===== src/rtl/hamming_secded_decoder_pipe.sv =====
// Pipelined Hamming SECDED decoder: stage 1 registers syndrome/overall parity,
// stage 2 registers corrected data and flags; saturating error statistics.
module hamming_secded_decoder_pipe #(
    parameter int DATA_W = 8,
    parameter int CNT_W  = 16,
    localparam int P = (DATA_W <= 4) ? 3 : (DATA_W <= 11) ? 4 : (DATA_W <= 26) ? 5 : 6,
    localparam int N = DATA_W + P + 1
) (
    input  logic              clk,
    input  logic              rst,
    input  logic              in_valid,
    output logic              in_ready,
    input  logic [N-1:0]      code_in,
    input  logic              parity_type,
    output logic              out_valid,
    input  logic              out_ready,
    output logic [DATA_W-1:0] data_out,
    output logic              error,
    output logic              err_corrected,
    output logic              err_uncorrectable,
    output logic [P-1:0]      err_pos,
    input  logic              cnt_clr,
    output logic [CNT_W-1:0]  cnt_corrected,
    output logic [CNT_W-1:0]  cnt_uncorrectable
);

    localparam logic [P-1:0] LAST_POS = P'(N - 1);

    logic [P-1:0]      syn_c;
    logic              g_c;
    logic              s1_valid;
    logic [N-1:0]      s1_code;
    logic [P-1:0]      s1_syn;
    logic              s1_g;
    logic              stage2_adv;
    logic              correctable;
    logic              uncorrectable;
    logic [N-1:0]      fixed;
    logic [DATA_W-1:0] data_c;

    assign stage2_adv = !out_valid || out_ready;
    assign in_ready   = !s1_valid || stage2_adv;
    assign error      = err_corrected || err_uncorrectable;

    // parity_type is folded into syndrome and g here, so it need not travel further
    always_comb begin
        syn_c = '0;
        for (int unsigned pos = 1; pos < N; pos++) begin
            for (int unsigned k = 0; k < P; k++) begin
                if (((pos >> k) & 32'd1) != 0) begin
                    syn_c[k] = syn_c[k] ^ code_in[pos];
                end
            end
        end
        syn_c = syn_c ^ {P{parity_type}};
        g_c   = (^code_in) ^ parity_type;
    end

    always_comb begin
        int unsigned j;
        correctable   = s1_g && (s1_syn <= LAST_POS);
        uncorrectable = (s1_g && (s1_syn > LAST_POS)) || (!s1_g && (s1_syn != '0));
        fixed         = s1_code;
        if (correctable) begin
            fixed[s1_syn] = ~fixed[s1_syn];
        end
        data_c = '0;
        j      = 0;
        for (int unsigned pos = 3; pos < N; pos++) begin
            if ((pos & (pos - 1)) != 0) begin
                data_c[j] = fixed[pos];
                j++;
            end
        end
    end

    always_ff @(posedge clk or posedge rst) begin
        if (rst) begin
            s1_valid <= 1'b0;
            s1_code  <= '0;
            s1_syn   <= '0;
            s1_g     <= 1'b0;
        end else if (in_ready) begin
            s1_valid <= in_valid;
            if (in_valid) begin
                s1_code <= code_in;
                s1_syn  <= syn_c;
                s1_g    <= g_c;
            end
        end
    end

    always_ff @(posedge clk or posedge rst) begin
        if (rst) begin
            out_valid         <= 1'b0;
            data_out          <= '0;
            err_corrected     <= 1'b0;
            err_uncorrectable <= 1'b0;
            err_pos           <= '0;
        end else if (stage2_adv) begin
            out_valid <= s1_valid;
            if (s1_valid) begin
                data_out          <= data_c;
                err_corrected     <= correctable;
                err_uncorrectable <= uncorrectable;
                err_pos           <= correctable ? s1_syn : '0;
            end
        end
    end

    always_ff @(posedge clk or posedge rst) begin
        if (rst) begin
            cnt_corrected     <= '0;
            cnt_uncorrectable <= '0;
        end else if (cnt_clr) begin
            cnt_corrected     <= '0;
            cnt_uncorrectable <= '0;
        end else if (out_valid && out_ready) begin
            if (err_corrected && (cnt_corrected != '1)) begin
                cnt_corrected <= cnt_corrected + CNT_W'(1);
            end
            if (err_uncorrectable && (cnt_uncorrectable != '1)) begin
                cnt_uncorrectable <= cnt_uncorrectable + CNT_W'(1);
            end
        end
    end

endmodule

===== config.mk =====
export PLATFORM = sky130hd
export DESIGN_NAME = hamming_secded_decoder_pipe
export DESIGN_NICKNAME = d
export VERILOG_FILES = /design/src/rtl/hamming_secded_decoder_pipe.sv
export SDC_FILE = /design/constraint.sdc
export NUM_CORES = 1
export LEC_CHECK = 0
export ABC_AREA = 1
export ABC_CLOCK_PERIOD_IN_PS = 4700
export BUFFER_PORTS_ARGS = -buffer_cell sky130_fd_sc_hd__buf_2
export CAP_MARGIN = 20
export CORE_MARGIN = 3
export CORE_UTILIZATION = 55
export CTS_CLUSTER_DIAMETER = 50
export DETAILED_ROUTE_END_ITERATION = 8
export HOLD_SLACK_MARGIN = 0.08
export PLACE_DENSITY = 0.87
export SLEW_MARGIN = 20
export SYNTH_ARGS = -nofsm -noshare
export SYNTH_HDL_FRONTEND = slang
export SYNTH_SLANG_ARGS = --single-unit

===== constraint.sdc =====
create_clock -name clk -period 4.7 [get_ports clk]
set_input_delay 0.94 -clock clk [delete_from_list [all_inputs] [get_ports clk]]
set_output_delay 0.94 -clock clk [all_outputs]
set_load 0.1 [all_outputs]

=== Word-level counts from Yosys, hierarchy flattened ===
Index checks and enable logic that the tools add are counted.

* Add/subtract/negate cells: 2
* $mul: 0
* Divide/modulo/power cells: 0
* $lt $le $gt $ge: 4
* Eq/ne operators: 2
* Shifts and indexed selects: 0
* Muxes and demuxes: 13
* Bitwise logic cells: 21
* Reduce and logical (&&, ||, !) cells: 23

{| class="wikitable"
|+ Operators by type and width
! cell !! count
|-
| 2-to-1 mux 16 bit || 6
|-
| adder 16 x 1 -> 16 bit (second input constant) || 2
|-
| inequality test 16 bit (second input constant) || 2
|-
| bitwise XOR 1 bit || 19
|-
| bitwise mux 13 bit || 1
|-
| 2-to-1 mux 13 bit || 1
|-
| parity 13 bit || 1
|-
| AND reduction 2 bit || 4
|-
| logical AND 1 bit || 7
|-
| nonzero test 2 bit || 3
|-
| < comparator 4 x 5 -> 1 bit (second input constant) || 1
|-
| binary-select mux 1 bit (select 4 bit) || 1
|-
| demux 1 bit (select 4 bit) || 1
|-
| >= comparator 4 x 1 -> 1 bit (second input constant) || 1
|-
| greater-than comparator 4 bit (second input constant) || 1
|-
| less-or-equal comparator 4 bit (second input constant) || 1
|-
| logical OR 1 bit || 4
|-
| 2-to-1 mux 4 bit || 1
|-
| nonzero test 4 bit || 1
|-
| bitwise XOR 4 bit || 1
|-
| logical NOT 1 bit || 3
|-
| 2-to-1 mux 1 bit || 2
|-
| inverter 1 bit || 1
|}

* Flip-flop bits (word level): 66
* Latch bits: 0
* Bits in writable memories: 0
* ROM bits: 0
* Input bits: 19
* Word-level logic and storage cells: 76
* Memories: 0

=== Longest topological paths before layout ===
Gate-level depths: netlist of the first run.

* Depth after elaboration: 6
* Gate-level depth with buffers: 11
* Gate-level depth less buffers: 11

=== Worst setup path after synthesis of the first run ===
No wires, ideal clock.

* Path type: register to register
* From: reg out_valid
* To: reg s1_code[0]
* Library setup time: 0.133 ns
* Data arrival time: 2.912 ns
* Data required time: 4.567 ns
* Path slack: 1.655 ns
* Stages on the path, launching flop included: 7
* Period minus slack after synthesis: 3.045 ns
* Path through: dfrtp_1 -> nand3_1 -> nand2_1 -> inv_1 -> clkbuf_1 -> nand2_1 -> o21ai_0

* Word-level cells in the longest chain between the ends: 4

{| class="wikitable"
|+ RTL lines
! element !! RTL line !! text
|-
| start: declaration || 15 || <nowiki>output logic out_valid,</nowiki>
|-
| start signal: assignment || 101 || <nowiki>out_valid <= s1_valid;</nowiki>
|-
| logical NOT 1 bit || 41 || <nowiki>assign stage2_adv = !out_valid || out_ready;</nowiki>
|-
| logical OR 1 bit || 41 ||
|-
| logical OR 1 bit || 42 || <nowiki>assign in_ready = !s1_valid || stage2_adv;</nowiki>
|-
| via in_ready || 12 || <nowiki>output logic in_ready,</nowiki>
|-
| AND reduction 2 bit (no line) || - ||
|-
| end signal: assignment || 86 || <nowiki>s1_code <= code_in;</nowiki>
|-
| end: declaration || 32 || <nowiki>logic [N-1:0] s1_code;</nowiki>
|}

The timed path passes the listed nets, and every way through them passes these cells.
A chain may end at the register's enable or synchronous reset.

=== Worst setup path in the final report of the first run ===
* From: in out_ready
* To: out in_ready

* Word-level cells in the longest chain between the ends: 2

{| class="wikitable"
|+ RTL lines
! element !! RTL line !! text
|-
| start: declaration || 16 || <nowiki>input logic out_ready,</nowiki>
|-
| logical OR 1 bit || 41 ||
|-
| logical OR 1 bit || 42 ||
|-
| end: declaration || 12 ||
|}

No other way between the ends.

==> results of run 1 <==
## metrics by stage
step                hold slack [ns]  std cells  cell area (um2)  setup WS [ns]
floorplan                     0.453        607             4080           1.66
detailed placement            0.461        756             4470           2.07
global placement              0.460        756             4470           2.10
CTS                           0.483        771             4650           2.09
global route                  0.515        771             4650           2.06
finish                        0.478        771             4650           2.08
## kinds of logic (layout without fill, tap and decap cells)
group / count (synthesis) / in the layout / synth area share [%]
simple gates: 395 / 395 / 41.8
buf+inv: 92 / 160 / 8.87
flops: 66 / 66 / 40.5
compound gates: 36 / 36 / 4.79
xor+xnor: 16 / 16 / 3.44
fa+ha+maj: 2 / 2 / 0.614
## worst max-delay path by stage
stage / from / to / slack, ns / cells after the start
2_1_floorplan: out_valid / s1_code[0] / 1.66 / 6
3_3_place_gp: out_ready / in_ready / 2.10 / 4
3_5_place_dp: out_ready / s1_g / 2.07 / 9
4_1_cts: out_ready / in_ready / 2.09 / 4
5_1_grt: out_ready / in_ready / 2.06 / 4
6_report: out_ready / in_ready / 2.08 / 4
## metal layers
layer	wire length [um]	GRT usage [%]	vias to the layer above
li1	-	-	2041
met1	4040	29.8	1912
met2	5160	45.2	146
met3	637	5.41	17
met4	139	8.42	0
met5	0	0	-
## cell usage after synthesis, drive strengths merged
cell      n
buf       6
xnor2     5
o21bai    4
nand3    44
inv      77
dfrtp    66
or2       6
nor2     46
ha        2
nor4      2
nor3      8
o21a      2
nand3b    2
clkbuf    9
o21ai    26
and2      1
nand4    32
xor2     11
a21oi     4
nand2   254
## flip-flops by register name, summed over array words and instances, names as in the netlist
signal	flops
cnt_corrected	16
cnt_uncorrectable	16
data_out	8
err_corrected	1
err_pos	4
err_uncorrectable	1
out_valid	1
s1_code	13
s1_g	1
s1_syn	4
s1_valid	1
## where the power goes
| group | switching, uW | internal [uW] | total, uW |
|---|---|---|---|
| sequential | 63.6 | 639 | 702 |
| combinational | 594 | 125 | 719 |
| clock | 210 | 255 | 466 |
## layout make-up
cell class / count / area (um2)
repair buffers: 68 / 343
flip-flops and latches: 66 / 1650
well taps: 96 / 120
clock buffers: 12 / 145
clock inverters: 3 / 40.0
multi-input cells: 449 / 2060
inverters: 77 / 289
fillers: 620 / 2330
## worst max-delay path, stage by stage
cell	delay, ns
buf_2	0.08
inv_1	0.04
nand3_1	0.15
buf_2	0.46
==> results.md, run 1 <==
* Status: completed
* Net count, final at approximately 690
* Cts hold-fix bufs at 0
* Commonest cells after routing, fill and taps aside: nand2_1, inv_1, buf_2
* Setup tns final at 0 ns
* CP Launch Type: primary input
* Worst endpoint required time at 3.76 ns
* Yosys reg bits at 66
* R2R depth at 9
* Reg-to-reg endpoint: cnt_corrected[13]
* Port buffer count at 67
* Die H at a little over 90 um
* WP data arrival at around 1.7 ns
* CTS sink cnt at 66
* Hpwl dp at approximately 7300 um
* Starting Density at between 50 and 60%
* Depth of the worst hold-timing path at 2
* WL final at 9970 um
* Most common cell after layout, fill and taps aside: nand2_1
* WS Path Type: primary input to output pin
* Synth unique cells at 28
* Die width at 92.1 um
* Rows at 30
* Final Skew at roughly 0.0087 ns
* Total GRT Usage at between 20 and 30%
* Syn_area_per_cell at 6.72 um2
* DR WL/cell at between 10 and 15 um
* Die area at between 0.008 and 0.009 mm2
* Clock transition at path regs at around 0.070 ns
* Clock root cell: clkbuf_8
* Clk Latency, worst-skew pair at ~0.34 ns
* Pre-Repair DR Iteration Count at 6
* Vias/cell at about 5.3
* Post-synth top area cell: dfrtp_1
* Cts bufs inserted at 9
* Sequential area share after synthesis at 40.5%
* Area delta synth->final at 14.1%
* First-pass GRT wire length at between 15000 and 20000 um
* Final setup vio count at 0
* Hold_sp: data_out[4]
* Initial antenna violation count at 0
* Pwr dens at 406 mW/mm2
* Yosys top cell area share at between 40 and 50%
* Final Cycle Share at 55.6%
* Worst min-delay path class: flop to flop
* Max VDD drop at between 0.3 and 0.4 mV
* Top Ports at between 60 and 70
* R2R setup slack at ~2.7 ns
* DRC viols at 0
* Layout cells sized above 1 at approximately 15%
* R2r startpoint: cnt_corrected[0]
* H-tree depth at 3
* Hold endpoint: data_out[4]
* Unrepaired setup endpoints after global routing: false
* Max_cap viols at 0
* Util after Layout at roughly 67%
* Maximum fanout along the worst path at 3
* Syn Inst Count at 607
* CP Capture Type: output pin
* GPL Wtd Cong at between 0.9 and 1
* Slew Viols, Final at 0
* Bufs on Longest Clock Path at 2
* Min Tclk post-route at 2.62 ns
* Antenna Nets Post-Route at 0
* Number of setup buffers added after CTS at 0
* Slew @ Worst Pin at 0.947 ns
* GRT overflow at 0
* Leakage Power at ~0.0026 uW
* Tot Pwr at about 1900 uW
* Synth area leaders: dfrtp_1, nand2_1, inv_1
* Worst slew margin at a little under two fifths
* TritonCTS clock tree: done
* CTS resizes at 0
* Via Count at 4116
* Core ar. at between 0.006 and 0.007 mm2
* Final hold vios at 0
* Antenna diodes at 0
* Vias in the first global route at 3930
* Starting DRT DRC Count at 225
* Fmax achieved at between 0.3 and 0.4 GHz
* Yosys warnings at 0
* Largest net degree at the start of global routing at 37
* Post-Syn Area at 0.00408 mm2
* Net Count, Synth at between 600 and 700
Power figures use the tool's default switching activity.
==> inputs of run 2 (changes only) <==
Settings changed: ABC_CLOCK_PERIOD_IN_PS 4700 to 2600.
Clock period 4.7 ns to 2.6 ns, I/O delays scaled along.
==> results.md, run 2 (synthesis gave the netlist of run 1 again) <==
* Min Tclk post-route at around 2 ns
* Crit-path cells: ha_1 -> nand3_1 -> nor3_4 -> inv_2 -> nor2_4 -> nor2_2 -> nor2_4 -> nand2_1 -> nand2_1
* Fmax achieved at 0.500 GHz
* Core ar. at 0.00698 mm2 (unchanged)
* Most common cell after layout, fill and taps aside: nand2_1
* Starting DRT DRC Count at 208 (-7.6%)
* Slew Viols, Final at 0 (unchanged)
* Area delta synth->final at 16.1%
* Pwr dens at 735 mW/mm2 (+81%)
* Final Skew at 0.00723 ns (-0.00149 ns)
* Hold Slack at 0.222 ns (-0.257 ns)
* Top Ports at 68 (unchanged)
* WP data arrival at 2.23 ns (+0.55 ns)
* First-pass GRT wire length at 17600 um (+1.4%)
* Max VDD drop at 0.631 mV (+110%)
* Reg-to-reg endpoint: cnt_corrected[14]
* WL final at 9870 um (-0.99%)
* DP Area at 0.00453 mm2 (+1.4%)
* Clock transition at path regs at 0.07 ns (about the same)
* DR WL/cell at 12.7 um (-1.6%)
* Status: completed
* Largest regs: cnt_corrected: 16 flops, cnt_uncorrectable: 16 flops, s1_code: 13 flops
* CP max stage cell: nor2_2
* Bufs on Longest Clock Path at 2 (unchanged)
* R2R setup slack at 0.60 ns (-2.05 ns)
* Starting Density at 58.4% (unchanged)
* Vias/cell at 5.22 (-2.2%)
* Antenna Nets Post-Route at 0 (unchanged)
* Via Count at 4052 (-1.6%)
* Initial antenna violation count at 0 (unchanged)
* GPL Wtd Cong at 0.946 (+3.3%)
* Net count, final at 697 (+0.72%)
* H-tree depth at 3 (unchanged)
* CTS resizes at 0 (unchanged)
* Layout cells sized above 1 at 15.4% (+0.92 points)
* Post-route design area at 0.00473 mm2 (+1.7%)
* Worst endpoint required time at 2.83 ns (-0.93 ns)
* Die H at 92.1 um (unchanged)
* WS Path Type: flop to flop
* Unrepaired setup endpoints after global routing: false
* Final setup vio count at 0 (unchanged)
* R2r startpoint: cnt_corrected[0]
* Clock root cell: clkbuf_8
* Slowest stage delay, CP at 0.49 ns (+0.03 ns)
* Total GRT Usage at 25.4% (+0.23 points)
* Setup tns final at 0 ns (unchanged)
* Antenna diodes at 0 (unchanged)
* Leakage Power at 0.00266 uW (+1.5%)
* Largest net degree at the start of global routing at 43 (+16%)
* Commonest cells after routing, fill and taps aside: nand2_1, inv_1, buf_2
* Hpwl dp at 7440 um (+1.3%)
* Worst min-delay path class: primary input to async pin
* Worst slew margin at 55.5% (+19 points)
* R2R depth at 9 (unchanged)
* Port buffer count at 67 (unchanged)
* DRC viols at 0 (unchanged)
* Cts bufs inserted at 9 (unchanged)
* Pre-Repair DR Iteration Count at 5 (-1)
* TritonCTS clock tree: done
* Max_cap viols at 0 (unchanged)
* Die area at 0.00848 mm2 (unchanged)
* Die width at 92.1 um (unchanged)
* CP Launch Type: flop
* Cts hold-fix bufs at 0 (unchanged)
* CTS sink cnt at 66 (unchanged)
* Vias in the first global route at 3961 (+0.79%)
* GRT overflow at 0 (unchanged)
* Number of setup buffers added after CTS at 0 (unchanged)
* Rows at 30 (unchanged)
* Slew @ Worst Pin at 0.668 ns (-0.279 ns)
* CP Capture Type: flop
* Final Cycle Share at 76.9%
* Maximum fanout along the worst path at 15 (+12)
* Clk Latency, worst-skew pair at 0.34 ns (about the same)
* Final hold vios at 0 (unchanged)
* Util after Layout at 67.8% (+1.2 points)
[run 2: cell count changes in the layout (fill, tap and decap cells not counted), sizes merged]
| cell | delta |
|---|---|
| clkbuf | +1 |
| buf | +5 |
| clkinv | -1 |
[run 2: how the worst max path moves through the flow]
stage	startpoint	endpoint	slack [ns]	depth (start not counted)
2_1_floorplan	cnt_corrected[1]	cnt_corrected[2]	0.22	10
3_3_place_gp	cnt_corrected[0]	cnt_corrected[12]	0.72	9
6_report	cnt_corrected[0]	cnt_corrected[14]	0.60	9
5_1_grt	cnt_corrected[0]	cnt_corrected[14]	0.45	9
4_1_cts	cnt_corrected[0]	cnt_corrected[14]	0.60	9
3_5_place_dp	cnt_corrected[0]	cnt_corrected[14]	0.63	9
[run 2: critical path, delay by kind of cell, from the launching register on]
kind | cells | cell delay (ns)
and+or+nand+nor | 7 | 1.12
DFF | 1 | 0.42
buffers and inverters | 1 | 0.07
adders and majority gates | 1 | 0.27
[run 2: through the flow]
stage / setup slack (ns) / power [uW] / std cells
final: 0.601 / 3480 / 776
after floorplan: 0.218 / 2340 / 607
after global placement: 0.720 / 2580 / 761
after global routing: 0.446 / 3680 / 776
after CTS: 0.602 / 3510 / 776
after detailed placement: 0.625 / 2610 / 761
[run 2: cell type report]
cell class | instances | area (um2)
repair buffers | 73 | 393
flip-flops and latches | 66 | 1650
well taps | 96 | 120
clock buffers | 13 | 169
clock inverters | 2 | 35.0
inverters | 77 | 289
fillers | 616 | 2250
multi-input cells | 449 | 2080
[run 2: power breakdown]
group          internal (uW)  leakage [uW]  switching (uW)
sequential              1150      0.000868             101
clock                    515      0.000106             377
combinational            242       0.00169            1090
total                   1910       0.00266            1570
[run 2: routing by layer]
metal	part of all wire [%]	GRT usage, %
met1	43	30.8
met2	51	44.3
met3	4.9	4.59
met4	1.4	10.6
met5	0	0
==> inputs of run 3 (changes only) <==
Settings changed: ABC_CLOCK_PERIOD_IN_PS 2600 to 1800, CORE_UTILIZATION 55 to 51, PLACE_DENSITY 0.87 to 0.85.
Clock period 2.6 ns to 1.8 ns, I/O delays scaled along.
==> results.md, run 3 (synthesis gave the netlist of run 1 again) <==
* Bufs on Longest Clock Path at 2 (unchanged)
* Total GRT Usage at 24.4% (-1.0 points)
* DRC viols at 0 (unchanged)
* Largest net degree at the start of global routing at 27 (-37%)
* Final setup margin at 0.0718 ns (-0.529 ns)
* Status: completed
* Antenna diodes at 0 (unchanged)
* Cts bufs inserted at 9 (unchanged)
* GPL Wtd Cong at 0.916 (-3.2%)
* Clk Latency, worst-skew pair at 0.35 ns (about the same)
* Port buffer count at 67 (unchanged)
* Starting DRT DRC Count at 124 (-40%)
* Layout cells sized above 1 at 22.9% (+7.5 points)
* WS Path Type: flop to output pin
* Min Tclk post-route at around 1.7 ns
* Die width at 95.4 um (+3.6%)
* Die area at 0.00910 mm2 (+7.3%)
* Starting Density at 54.5% (-3.9 points)
* Fill cells at 623 (+1.1%)
* DP Worst Slack at 0.131 ns (-0.494 ns)
* Rows at 31 (+3.3%)
* Setup tns final at 0 ns (unchanged)
* Clock transition at path regs at 0.08 ns (about the same)
* DP Area at 0.00468 mm2 (+3.3%)
* Core ar. at 0.00749 mm2 (+7.2%)
* Max VDD drop at 0.840 mV (+33%)
* Largest regs: cnt_corrected: 16 flops, cnt_uncorrectable: 16 flops, s1_code: 13 flops
* Pwr dens at 1070 mW/mm2 (+45%)
* Leakage Power at 0.00267 uW (+0.24%)
* Max_cap viols at 0 (unchanged)
* Maximum fanout along the worst path at 4 (-11)
* CP Capture Type: output pin
* Final Cycle Share at a little over nine tenths
* Hpwl dp at 7680 um (+3.2%)
* Pre-Repair DR Iteration Count at 5 (unchanged)
* First-pass GRT wire length at 17600 um (+0.31%)
* Worst min-delay path class: primary input to flop
* Worst slew margin at 64.4% (+8.9 points)
* Area delta synth->final at 21.8%
* Fmax achieved at 0.579 GHz
* Worst path top cell family by delay: flip-flops
* Slew @ Worst Pin at 0.530 ns (-0.138 ns)
* CTS sink cnt at 66 (unchanged)
* WP data arrival at 1.37 ns (-0.86 ns)
* WP buf/inv at 1 (unchanged)
* Slew Viols, Final at 0 (unchanged)
* Top Ports at 68 (unchanged)
* Worst endpoint required time at 1.44 ns (-1.39 ns)
* Die H at 95.4 um (+3.6%)
* H-tree depth at 3 (unchanged)
* TritonCTS clock tree: done
* Crit-path cells: nand3_4 -> buf_2
* Commonest cells after routing, fill and taps aside: nand2_1, inv_1, buf_2
* Post-route design area at 0.00497 mm2 (+4.9%)
* WL final at 10600 um (+7.2%)
* Final setup vio count at 0 (unchanged)
* Vias in the first global route at 3956 (-0.13%)
* CP max stage cell: dfrtp_4
* Unrepaired setup endpoints after global routing: false
* CP Launch Type: flop
* Vias/cell at 5.27 (+0.97%)
* Via Count at 4181 (+3.2%)
* Final hold vios at 0 (unchanged)
* Most common cell after layout, fill and taps aside: nand2_1
* Clock root cell: clkbuf_8
* DR WL/cell at 13.4 um (+4.9%)
* Initial antenna violation count at 1 (+1)
* Antenna Nets Post-Route at 0 (unchanged)
* Slowest stage delay, CP at 0.51 ns (+0.02 ns)
* Net count, final at 710 (+1.9%)
* Final Skew at 0.0107 ns (+0.00343 ns)
* GRT overflow at 0 (unchanged)
-- run 3: cell count changes in the layout (fill, tap and decap cells not counted), sizes merged --
cell,before,now
buf,73,85
bufinv,1,2
clkbuf,13,12
clkinv,1,2
clkinvlp,0,1
dlygate4sd3,0,1
inv,77,76
-- run 3: area by class of cell --
cell class / count / area [um2] / area share, %
clock buffers: 12 / 155 / 3.12
clock inverters: 4 / 73.8 / 1.49
inverters: 77 / 293 / 5.89
multi-input cells: 449 / 2110 / 42.6
flip-flops and latches: 66 / 1720 / 34.5
well taps: 99 / 124 / 2.49
repair buffers: 86 / 493 / 9.92
-- run 3: stage by stage --
stage / power, uW / instances / util, % / hold WS (ns)
global route: 5550 / 793 / 66.4 / 0.290
global placement: 3790 / 770 / 62.5 / 0.401
floorplan: 3410 / 607 / - / 0.423
CTS: 5290 / 787 / 65.7 / 0.273
finish: 5290 / 793 / 66.4 / 0.273
detailed placement: 3820 / 770 / 62.5 / 0.401
-- run 3: path summary, 6_finish.rpt --
| path | startpoint | to | slack, ns | depth (start not counted) |
|---|---|---|---|---|
| worst max-delay path | out_valid | in_ready | 0.07 | 2 |
| worst min register to register | data_out[4] | data_out[4] | 0.48 | 2 |
| worst min-delay path | code_in[0] | s1_code[0] | 0.27 | 3 |
| worst max register to register | cnt_uncorrectable[0] | cnt_uncorrectable[0] | 0.13 | 9 |
| min in group asynchronous | rst | s1_code[0] | 0.57 | 3 |
| max in group asynchronous | rst | s1_code[11] | 0.68 | 4 |
-- run 3: where the power goes --
| group | switching (uW) | total [uW] | leakage, uW | internal (uW) |
|---|---|---|---|---|
| combinational | 1590 | 2000 | 0.00174 | 405 |
| clock | 605 | 1460 | 0.000117 | 858 |
| sequential | 159 | 1840 | 0.000809 | 1680 |
| total | 2350 | 5290 | 0.00267 | 2940 |
-- run 3: what timing repair did --
action                                  in CTS  in global routing
endpoints found under the setup margin       0                 19
buffers inserted                             0                  6
gates resized for setup                      0                  1
endpoints found under the hold margin       18                  0
hold buffers                                 1                  0
-- run 3: tightest hold or removal path: cells and delay by family --
kind / cells / cell delay (ns)
AO/OA/AOI/OAI: 1 / 0.06
AND/OR/NAND/NOR: 1 / 0.05
buffers and inverters: 1 / 0.11
-- run 3: layer usage --
layer | part of all wire (%) | vias to the layer above | track usage [%] | wire [um]
met5 | 0.12 | - | 0 | 13
met4 | 1.9 | 2 | 9.60 | 203
met3 | 7.1 | 23 | 3.95 | 750
met2 | 49 | 152 | 43.0 | 5210
met1 | 42 | 1935 | 29.8 | 4410
li1 | - | 2069 | - | -
